`src/rtl/core_pkg.sv`:
```
// Shared decode definitions for the operand-fetch stage: opcode class
// constants, the instruction class enum and the operand-select encoding.
package core_pkg;

  localparam logic [4:0] OPC_OP     = 5'b01100;
  localparam logic [4:0] OPC_OP_IMM = 5'b00100;
  localparam logic [4:0] OPC_LOAD   = 5'b00000;
  localparam logic [4:0] OPC_JALR   = 5'b11001;
  localparam logic [4:0] OPC_STORE  = 5'b01000;
  localparam logic [4:0] OPC_BRANCH = 5'b11000;
  localparam logic [4:0] OPC_LUI    = 5'b01101;

  typedef enum logic [2:0] {
    CLS_R,
    CLS_I,
    CLS_S,
    CLS_B,
    CLS_U,
    CLS_OTHER
  } op_class_e;

  typedef enum logic {
    ASEL_ZERO,
    ASEL_RS1
  } a_sel_e;

  typedef enum logic {
    BSEL_RS2,
    BSEL_IMM
  } b_sel_e;

  typedef struct packed {
    a_sel_e a_sel;
    b_sel_e b_sel;
    logic   use_rs1;
    logic   use_rs2;    // rs2 is read and also forwarded as ex_rs2_val
    logic   writes_rd;
  } op_ctrl_t;

  function automatic op_class_e classify(input logic [6:0] opcode);
    case (opcode[6:2])
      OPC_OP:                        return CLS_R;
      OPC_OP_IMM, OPC_LOAD, OPC_JALR: return CLS_I;
      OPC_STORE:                     return CLS_S;
      OPC_BRANCH:                    return CLS_B;
      OPC_LUI:                       return CLS_U;
      default:                       return CLS_OTHER;
    endcase
  endfunction

  function automatic op_ctrl_t decode_ctrl(input op_class_e cls);
    op_ctrl_t c;
    c = '{a_sel: ASEL_ZERO, b_sel: BSEL_IMM, use_rs1: 1'b0, use_rs2: 1'b0, writes_rd: 1'b1};
    case (cls)
      CLS_R: c = '{a_sel: ASEL_RS1, b_sel: BSEL_RS2, use_rs1: 1'b1, use_rs2: 1'b1, writes_rd: 1'b1};
      CLS_I: c = '{a_sel: ASEL_RS1, b_sel: BSEL_IMM, use_rs1: 1'b1, use_rs2: 1'b0, writes_rd: 1'b1};
      CLS_S: c = '{a_sel: ASEL_RS1, b_sel: BSEL_IMM, use_rs1: 1'b1, use_rs2: 1'b1, writes_rd: 1'b0};
      CLS_B: c = '{a_sel: ASEL_RS1, b_sel: BSEL_RS2, use_rs1: 1'b1, use_rs2: 1'b1, writes_rd: 1'b0};
      default: ;
    endcase
    return c;
  endfunction

endpackage

```
`src/rtl/regfile_2r1w.sv`:
```
// NREG x XLEN register file: two combinational read ports, one synchronous
// write port, asynchronous clear. Entry 0 always reads zero and ignores writes.
module regfile_2r1w #(
  parameter int unsigned XLEN = 32,
  parameter int unsigned NREG = 32
) (
  input  logic            clk_i,
  input  logic            rst_ni,
  input  logic [4:0]      ra1_i,
  output logic [XLEN-1:0] rd1_o,
  input  logic [4:0]      ra2_i,
  output logic [XLEN-1:0] rd2_o,
  input  logic            we_i,
  input  logic [4:0]      wa_i,
  input  logic [XLEN-1:0] wd_i
);

  logic [XLEN-1:0] mem_q [NREG];

  // Storage: cleared on reset, written on enabled non-zero address.
  always_ff @(posedge clk_i or negedge rst_ni) begin
    if (!rst_ni) begin
      for (int unsigned i = 0; i < NREG; i++) mem_q[i] <= '0;
    end else if (we_i && (wa_i != '0)) begin
      mem_q[wa_i] <= wd_i;
    end
  end

  assign rd1_o = (ra1_i == '0) ? '0 : mem_q[ra1_i];
  assign rd2_o = (ra2_i == '0) ? '0 : mem_q[ra2_i];

endmodule

```
`src/rtl/operand_fetch.sv`:
```
// Operand fetch stage: reads sources from the register file, tracks
// outstanding destinations in a pending scoreboard, stalls on RAW/WAW
// hazards and registers the selected operands toward execute.
// Optional same-cycle writeback bypass: define OPERAND_FETCH_BYPASS_EN.
module operand_fetch #(
  parameter int unsigned XLEN = 32,
  parameter int unsigned NREG = 32
) (
  input  logic            clk,
  input  logic            rst,
  input  logic            dec_valid,
  output logic            dec_ready,
  input  logic [6:0]      dec_opcode,
  input  logic [4:0]      dec_rs1,
  input  logic [4:0]      dec_rs2,
  input  logic [4:0]      dec_rd,
  input  logic [XLEN-1:0] dec_imm,
  input  logic            wb_en,
  input  logic [4:0]      wb_rd,
  input  logic [XLEN-1:0] wb_data,
  output logic            ex_valid,
  input  logic            ex_ready,
  output logic [6:0]      ex_opcode,
  output logic [4:0]      ex_rd,
  output logic [XLEN-1:0] ex_op_a,
  output logic [XLEN-1:0] ex_op_b,
  output logic [XLEN-1:0] ex_rs2_val
);

  import core_pkg::*;

  op_class_e       cls;
  op_ctrl_t        ctrl;
  logic [XLEN-1:0] rf_rs1, rf_rs2, rs1_val, rs2_val;
  logic [NREG-1:1] pending_q, pending_d;
  logic            wb_write, wb_hit_rs1, wb_hit_rs2;
  logic            pend_rs1, pend_rs2, pend_rd;
  logic            haz_rs1, haz_rs2, hazard, accept;
  logic [XLEN-1:0] op_a_d, op_b_d, rs2_val_d;

  logic            ex_valid_q;
  logic [6:0]      ex_opcode_q;
  logic [4:0]      ex_rd_q;
  logic [XLEN-1:0] ex_op_a_q, ex_op_b_q, ex_rs2_val_q;

  assign cls  = classify(dec_opcode);
  assign ctrl = decode_ctrl(cls);

  regfile_2r1w #(.XLEN(XLEN), .NREG(NREG)) u_rf (
    .clk_i  (clk),
    .rst_ni (rst),
    .ra1_i  (dec_rs1),
    .rd1_o  (rf_rs1),
    .ra2_i  (dec_rs2),
    .rd2_o  (rf_rs2),
    .we_i   (wb_en),
    .wa_i   (wb_rd),
    .wd_i   (wb_data)
  );

  assign wb_write   = wb_en && (wb_rd != '0);
  assign wb_hit_rs1 = wb_write && (wb_rd == dec_rs1);
  assign wb_hit_rs2 = wb_write && (wb_rd == dec_rs2);
  assign pend_rs1   = (dec_rs1 != '0) && pending_q[dec_rs1];
  assign pend_rs2   = (dec_rs2 != '0) && pending_q[dec_rs2];
  assign pend_rd    = ctrl.writes_rd && (dec_rd != '0) && pending_q[dec_rd];

`ifdef OPERAND_FETCH_BYPASS_EN
  assign rs1_val = wb_hit_rs1 ? wb_data : rf_rs1;
  assign rs2_val = wb_hit_rs2 ? wb_data : rf_rs2;
  assign haz_rs1 = ctrl.use_rs1 && pend_rs1 && !wb_hit_rs1;
  assign haz_rs2 = ctrl.use_rs2 && pend_rs2 && !wb_hit_rs2;
`else
  assign rs1_val = rf_rs1;
  assign rs2_val = rf_rs2;
  assign haz_rs1 = ctrl.use_rs1 && (pend_rs1 || wb_hit_rs1);
  assign haz_rs2 = ctrl.use_rs2 && (pend_rs2 || wb_hit_rs2);
`endif

  assign hazard    = haz_rs1 || haz_rs2 || pend_rd;
  assign dec_ready = rst && (!ex_valid_q || ex_ready) && !hazard;
  assign accept    = dec_valid && dec_ready;

  assign op_a_d    = (ctrl.a_sel == ASEL_RS1) ? rs1_val : '0;
  assign op_b_d    = (ctrl.b_sel == BSEL_RS2) ? rs2_val : dec_imm;
  assign rs2_val_d = ctrl.use_rs2 ? rs2_val : '0;

  // Scoreboard update: writeback clears first so a same-cycle issue set wins.
  always_comb begin
    pending_d = pending_q;
    if (wb_write) pending_d[wb_rd] = 1'b0;
    if (accept && ctrl.writes_rd && (dec_rd != '0)) pending_d[dec_rd] = 1'b1;
  end

  // Scoreboard register.
  always_ff @(posedge clk or negedge rst) begin
    if (!rst) pending_q <= '0;
    else      pending_q <= pending_d;
  end

  // Execute-side output register: load on accept, drop valid once consumed.
  always_ff @(posedge clk or negedge rst) begin
    if (!rst) begin
      ex_valid_q   <= 1'b0;
      ex_opcode_q  <= '0;
      ex_rd_q      <= '0;
      ex_op_a_q    <= '0;
      ex_op_b_q    <= '0;
      ex_rs2_val_q <= '0;
    end else if (accept) begin
      ex_valid_q   <= 1'b1;
      ex_opcode_q  <= dec_opcode;
      ex_rd_q      <= dec_rd;
      ex_op_a_q    <= op_a_d;
      ex_op_b_q    <= op_b_d;
      ex_rs2_val_q <= rs2_val_d;
    end else if (ex_ready) begin
      ex_valid_q   <= 1'b0;
    end
  end

  assign ex_valid   = ex_valid_q;
  assign ex_opcode  = ex_opcode_q;
  assign ex_rd      = ex_rd_q;
  assign ex_op_a    = ex_op_a_q;
  assign ex_op_b    = ex_op_b_q;
  assign ex_rs2_val = ex_rs2_val_q;

endmodule
```
`config.mk`:
```
export PLATFORM = sky130hd
export DESIGN_NAME = operand_fetch
export DESIGN_NICKNAME = d
export VERILOG_FILES = /design/src/rtl/core_pkg.sv /design/src/rtl/regfile_2r1w.sv /design/src/rtl/operand_fetch.sv
export SDC_FILE = /design/constraint.sdc
export NUM_CORES = 2
export LEC_CHECK = 0
export ABC_CLOCK_PERIOD_IN_PS = 2400
export BUFFER_PORTS_ARGS = -buffer_cell sky130_fd_sc_hd__buf_2
export CAP_MARGIN = 20
export CORE_ASPECT_RATIO = 0.5
export CORE_MARGIN = 3
export CORE_UTILIZATION = 40
export DETAILED_ROUTE_END_ITERATION = 8
export SYNTH_ARGS = -nofsm -noshare
export SYNTH_HDL_FRONTEND = slang
export SYNTH_SLANG_ARGS = --single-unit
export TNS_END_PERCENT = 30
```
`constraint.sdc`:
```
create_clock -name clk -period 2.4 [get_ports clk]
set_input_delay 0.12 -clock clk [delete_from_list [all_inputs] [get_ports clk]]
set_output_delay 0.12 -clock clk [all_outputs]
set_load 0.005 [all_outputs]
```
; ---- Word level (Yosys, flattened, before mapping)
; Index checks and enable logic that the tools add are counted.
[classes]
order_cmp = 10
n_eq_ne = 11
mux = 30
bitwise = 6
reduce_logical = 34
[op_table]
columns = operator, n
row1 = $bwmux W1024, 1
row2 = $bmux W32 S5, 2
row3 = $mux W32, 10
row4 = $demux W32 S5, 1
row5 = $mux W31, 2
row6 = $and A31 B31 Y31, 1
row7 = $not A31 Y31, 1
row8 = $or A31 B31 Y31, 1
row9 = $lt A5 B6 Y1 const B, 4
row10 = $pmux W5 S4, 1
row11 = $reduce_bool A5 Y1, 4
row12 = $ge A6 B6 Y1 const B, 3
row13 = $not A5 Y6, 3
row14 = $logic_and A1 B1 Y1, 17
row15 = $bmux W1 S5, 3
row16 = $eq A5 B4 Y1 const B, 3
row17 = $logic_not A5 Y1, 3
row18 = $pmux W3 S5, 1
row19 = $demux W1 S5, 2
row20 = $eq A5 B5 Y1, 2
row21 = $eq A5 B5 Y1 const B, 2
row22 = $ge A5 B1 Y1 const B, 2
row23 = $mux W1, 7
row24 = $eq A3 B2 Y1 const B, 2
row25 = other kinds (8), 13
[word_totals]
reg_bits = 1164
in_bits = 96
output_inout_bits = 110
wordCells = 130

; ---- Longest topological paths before layout
[depth]
word_depth = 14
mapped_depth = 12
depth_no_buf = 7

; ---- Cells and area by module
; A second synthesis with hierarchy kept.
[hier_totals]
hier_cells = 4343
area_unflattened_um2 = 61883.1
[by_module_without_submodules]
columns = module, n_inst, cells_per_inst, area_per_inst_um2
row1 = regfile_2r1w, 1, 3667, 54471.0
row2 = operand_fetch, 1, 676, 7412.1

; ---- Least setup slack after synthesis
; Ideal clock, no wire load.
[synth_path]
path_type = input to register
from = input dec_rs2[0]
to = register ex_op_b_q[7], in the netlist ex_op_b[7]
setup_time_ns = 0.125
t_arrival_ns = 2.579
path_slack_ns = -0.304
cell_stages = 11
path_buffers = 5
path_cell_list = clkbuf_2 -> buf_6 -> buf_4 -> buf_2 -> buf_2 -> mux4_2 -> nand2_1 -> o21ai_0 -> a221oi_1 -> o21ai_0 -> mux2_4
[synth_via]
elab_chain_cells = 10
[synth_rtl]
columns = element, line_no
row1 = from (decl), operand_fetch.sv:15  ; input logic [4:0] dec_rs2,
row2 = $bmux W1 S5, operand_fetch.sv:65  ; assign pend_rs2 = (dec_rs2 != '0) && pending_q[dec_rs2];
row3 = $mux W1 (not written as such), operand_fetch.sv:65
row4 = $logic_and A1 B1 Y1, operand_fetch.sv:65
row5 = $logic_or A1 B1 Y1, operand_fetch.sv:77  ; assign haz_rs2 = ctrl.use_rs2 && (pend_rs2 || wb_hit_rs2);
row6 = $logic_and A1 B1 Y1, operand_fetch.sv:77
row7 = $logic_or A1 B1 Y1 (2 in a row), operand_fetch.sv:80  ; assign hazard = haz_rs1 || haz_rs2 || pend_rd;
row8 = $logic_not A1 Y1, operand_fetch.sv:81  ; assign dec_ready = rst && (!ex_valid_q || ex_ready) && !hazard;
row9 = $logic_and A1 B1 Y1, operand_fetch.sv:81
row10 = $logic_and A1 B1 Y1, operand_fetch.sv:82  ; assign accept = dec_valid && dec_ready;
row11 = to (signal assigned), operand_fetch.sv:115  ; ex_op_b_q <= op_b_d;
row12 = to (decl), operand_fetch.sv:44  ; logic [XLEN-1:0] ex_op_a_q, ex_op_b_q, ex_rs2_val_q;
; Parallel ways exist; a longest one is shown, timed or not. The select of a mux whose other input is x is not followed.
; A chain may end at the register's enable or synchronous reset.

; ---- Worst setup path in the final report
[layout_path]
from = register pending_q[14] (netlist bit)
to = output dec_ready
[layout_via]
elab_chain_cells = 9
[layout_rtl]
columns = element, line_no
row1 = from (decl), operand_fetch.sv:35  ; logic [NREG-1:1] pending_q, pending_d;
row2 = from (signal assigned), operand_fetch.sv:98  ; else pending_q <= pending_d;
row3 = "$bmux W1 S5, on equally long branches", "operand_fetch.sv:64, operand_fetch.sv:65"
row4 = "$mux W1, on equally long branches", "operand_fetch.sv:64, operand_fetch.sv:65"
row5 = "$logic_and A1 B1 Y1, on equally long branches", "operand_fetch.sv:64, operand_fetch.sv:65"
row6 = "$logic_or A1 B1 Y1, on equally long branches", "operand_fetch.sv:76, operand_fetch.sv:77"
row7 = "$logic_and A1 B1 Y1, on equally long branches", "operand_fetch.sv:76, operand_fetch.sv:77"
row8 = $logic_or A1 B1 Y1, operand_fetch.sv:80
row9 = $logic_or A1 B1 Y1 (*), operand_fetch.sv:80
row10 = $logic_not A1 Y1 (*), operand_fetch.sv:81
row11 = $logic_and A1 B1 Y1 (*), operand_fetch.sv:81
row12 = to (decl), operand_fetch.sv:12  ; output logic dec_ready,
; Every way passes the cells marked *; elsewhere a longest branch is shown, timed or not. The select of a mux whose other input is x is not followed.

==> flow_summary.ini <==
[sta]
setup_violations = 141
holdWs_ns = 0.0359
finalHoldViolCount = 0
rsz0062_at_grt = true
setup_ws_ns = -0.550
slew_violations = 0
tightest_slew_ns = 1.06
clock.fmax_mhz = 339
period_minus_slack_ns = 2.95
max_slew_margin = 0.288
fin_crit_sh = 1.23
setup_tns_ns = -55.10
fin_skew_ns = 0.0272

[setup_path]
crit_arrival_ns = 2.83
critPathCaptureType = primary output
required_ns = 2.28
worstRegToRegCells = 10
worstSetupPathType = flip-flop to primary output
reg2reg_to = ex_op_b[12]$_DFFE_PN0P_
critPathMaxFanout = 3
reg2reg_from = pending_q[14]$_DFF_PN0_
cp-startpoint = pending_q[14]$_DFF_PN0_
r2r_setup_slack_ns = -0.55
worstSetupEndpoint = dec_ready
worstSetupStartpointType = flip-flop

[floorplan]
fp.coreArea_um2 = 150000
die_y_um = 283
die_area_um2 = 158000
rows = 100
num_io_pins = 206
die_w_um = 559
start_util = 0.407

[global_route]
grt-ovfl-total = 0
grt_pass1_wl_um = 286000
first_global_vias = 40905
antenna_found_initial = 6
grt_max_degree = 154
track_usage = 0.245

[yosys]
yosysSeqAreaShare = 0.476
synth.area.top_cells = dfrtp_1 48%, mux4_2 22%, mux2_2 19%
synth_top_area_cell = dfrtp_1
synthCells = 3910
ys_warn_count = 0
synthArstFlopShare = 1.00
synth_edf_count = 0
synth_ff_type = dfrtp_1
synth-seq-cells = 1164
synth_cell_type_count = 56
avgSynthCellArea_um2 = 15.7
synth_fp_nets = 4006
netlist_area_um2 = 61200
synth_top_area_frac = 0.476

[place]
gp_congestion = 0.855
hpwl_um = 125000
dp.cells = 6093
port_buffers = 205

[finish]
area_growth_pct = 18.7
layout.cells.non_filler = 6394
fill_cells = 12845
drive_gt1_frac = 0.584
fin_nets = 4358

[run_status]
violations = setup timing
status = finished with violations

[routing]
via_per_inst = 6.09
finalWirelength_um = 196000
wl_per_cell_um = 30.6
drtAntennaViolNets = 0
vias = 38968
drt-initial-drc-count = 3603
drt-pass1-iter-count = 5
drc_errors = 0

[cts]
cts_tree = built
clockBufferDepth = 3
numCtsBuffers = 109
cts_max_level = 3
clk_pin_slew_ns = 0.07
clk_latency_ns = 0.75
cts.sinks = 1164
cts-root-buf = clkbuf_16

[job]
maxCapViolations = 0

[power]
p_leak_nw = 31.6
power_mw = 56.9
ir_drop_mv = 0.619
power.density_nw_per_um2 = 783

[worst_hold_path]
min_from = wb_data[11]
worst_hold_path_type = primary input to flip-flop
[registers in the layout, indices dropped and copies added, names as in the netlist]
register	cells
ex_op_b	32
u_rf.mem_q	1024
ex_rd	5
ex_op_a	32
ex_valid	1
ex_rs2_val	32
pending_q	31
ex_opcode	7
[per-layer routing]
metal	GRT usage	wire, um
met4	0.0607	5240
met2	0.379	89200
met3	0.0431	13000
met1	0.360	88000
met5	0	13
[cell usage in the layout (no fill, tap or decap), drive strengths merged, types with 8 or more instances in the layout]
cell type,instances
and2,8
nor2b,10
a32oi,22
mux2,1099
o22ai,19
mux2i,131
dfrtp,1164
a221oi,16
o21ai,31
a21oi,24
buf,601
a22o,19
clkinv,18
nand2b,28
a32o,23
a22oi,20
nand2,76
dlygate4sd3,78
clkbuf,171
nor2,84
inv,32
or3b,10
mux4,593
[repair_timing]
action | in CTS | in global routing
pin swaps | 5 | 3
hold endpoints to repair | 1765 | 0
buffers inserted | 11 | 5
endpoints found under the setup margin | 141 | 141
hold buffers | 78 | 0
gates cloned | 3 | 3
resized for setup | 42 | 52
[layout make-up]
type	count	area, um^2	share of cell area
diodes	2	5.00	0.0000689
clock buffers	168	3270	0.0450
clock inverters	33	393	0.00541
inverters	27	101	0.00139
multi-input cells	2278	30500	0.419
flip-flops and latches	1164	29100	0.401
well taps	2040	2550	0.0351
repair buffers	682	6750	0.0928
[per-stage QoR]
stage	setup WS (ns)	area, um^2	utilization
finish	-0.550	72700	0.483
global route	-0.659	72700	0.483
detailed placement	-0.682	67600	0.450
CTS	-0.601	72400	0.481
global placement	-0.662	67600	0.450
floorplan	-0.193	61400	-
[how the worst min path moves through the flow]
stage	cells after the start	to	slack, ns
after global placement	2	u_rf.mem_q[225]$_DFFE_PN0P_	0.28
after detailed placement	2	u_rf.mem_q[225]$_DFFE_PN0P_	0.28
final	2	u_rf.mem_q[11]$_DFFE_PN0P_	0.04
after global routing	2	u_rf.mem_q[159]$_DFFE_PN0P_	0.03
after floorplan	0	ex_op_a[0]$_DFFE_PN0P_	-0.18
after CTS	2	u_rf.mem_q[703]$_DFFE_PN0P_	0.006
[kinds of logic after synthesis]
logic type / Yosys count / synth area share
muxes: 1823 / 0.446
DFF: 1164 / 0.476
buffers and inverters: 468 / 0.0337
and+or+nand+nor: 259 / 0.0207
AOI/OAI and AO/OA: 185 / 0.0223
xor gates and xnor gates: 11 / 0.00157
[cells in the mapped netlist (3+ instances only)]
master / number
nor2_1: 84
buf_12: 8
mux2_4: 70
xor2_1: 6
nor3_1: 6
and2_1: 6
clkbuf_1: 302
a21oi_1: 24
nor4b_1: 3
o21a_1: 3
dfrtp_1: 1164
inv_1: 27
o22ai_1: 19
mux2i_1: 131
nand3_1: 4
xnor2_1: 5
mux4_1: 3
a32o_1: 23
mux2_2: 1029
nand2b_1: 28
a32oi_1: 22
nand2_1: 75
a22o_1: 19
buf_4: 14
nand4_1: 3
nand3b_1: 5
or2_2: 6
buf_6: 7
a22oi_1: 20
nor2b_1: 10
mux4_2: 590
nor4_1: 3
o21ai_0: 30
a221oi_1: 15
nor3b_1: 5
or3b_2: 10
buf_2: 58
buf_1: 51
[worst max-delay path, cell delays in order (launching register included)]
cell	delay, ns
dfrtp_1	0.40
buf_6	0.12
mux4_2	0.48
mux2i_4	0.19
nor2_1	0.06
o32ai_1	0.22
a21o_1	0.19
buf_6	0.11
and4_4	0.21
buf_6	0.10
[power by group]
group	leakage (nW)	switching, mW	total (mW)	internal (mW)
clock	1.80	8.12	18.2	10.0
combinational	14.8	4.80	12.7	7.93
sequential	14.9	2.67	26.0	23.3
total	31.6	15.6	56.9	41.3
No activity file was read; power rests on OpenSTA's default activity.
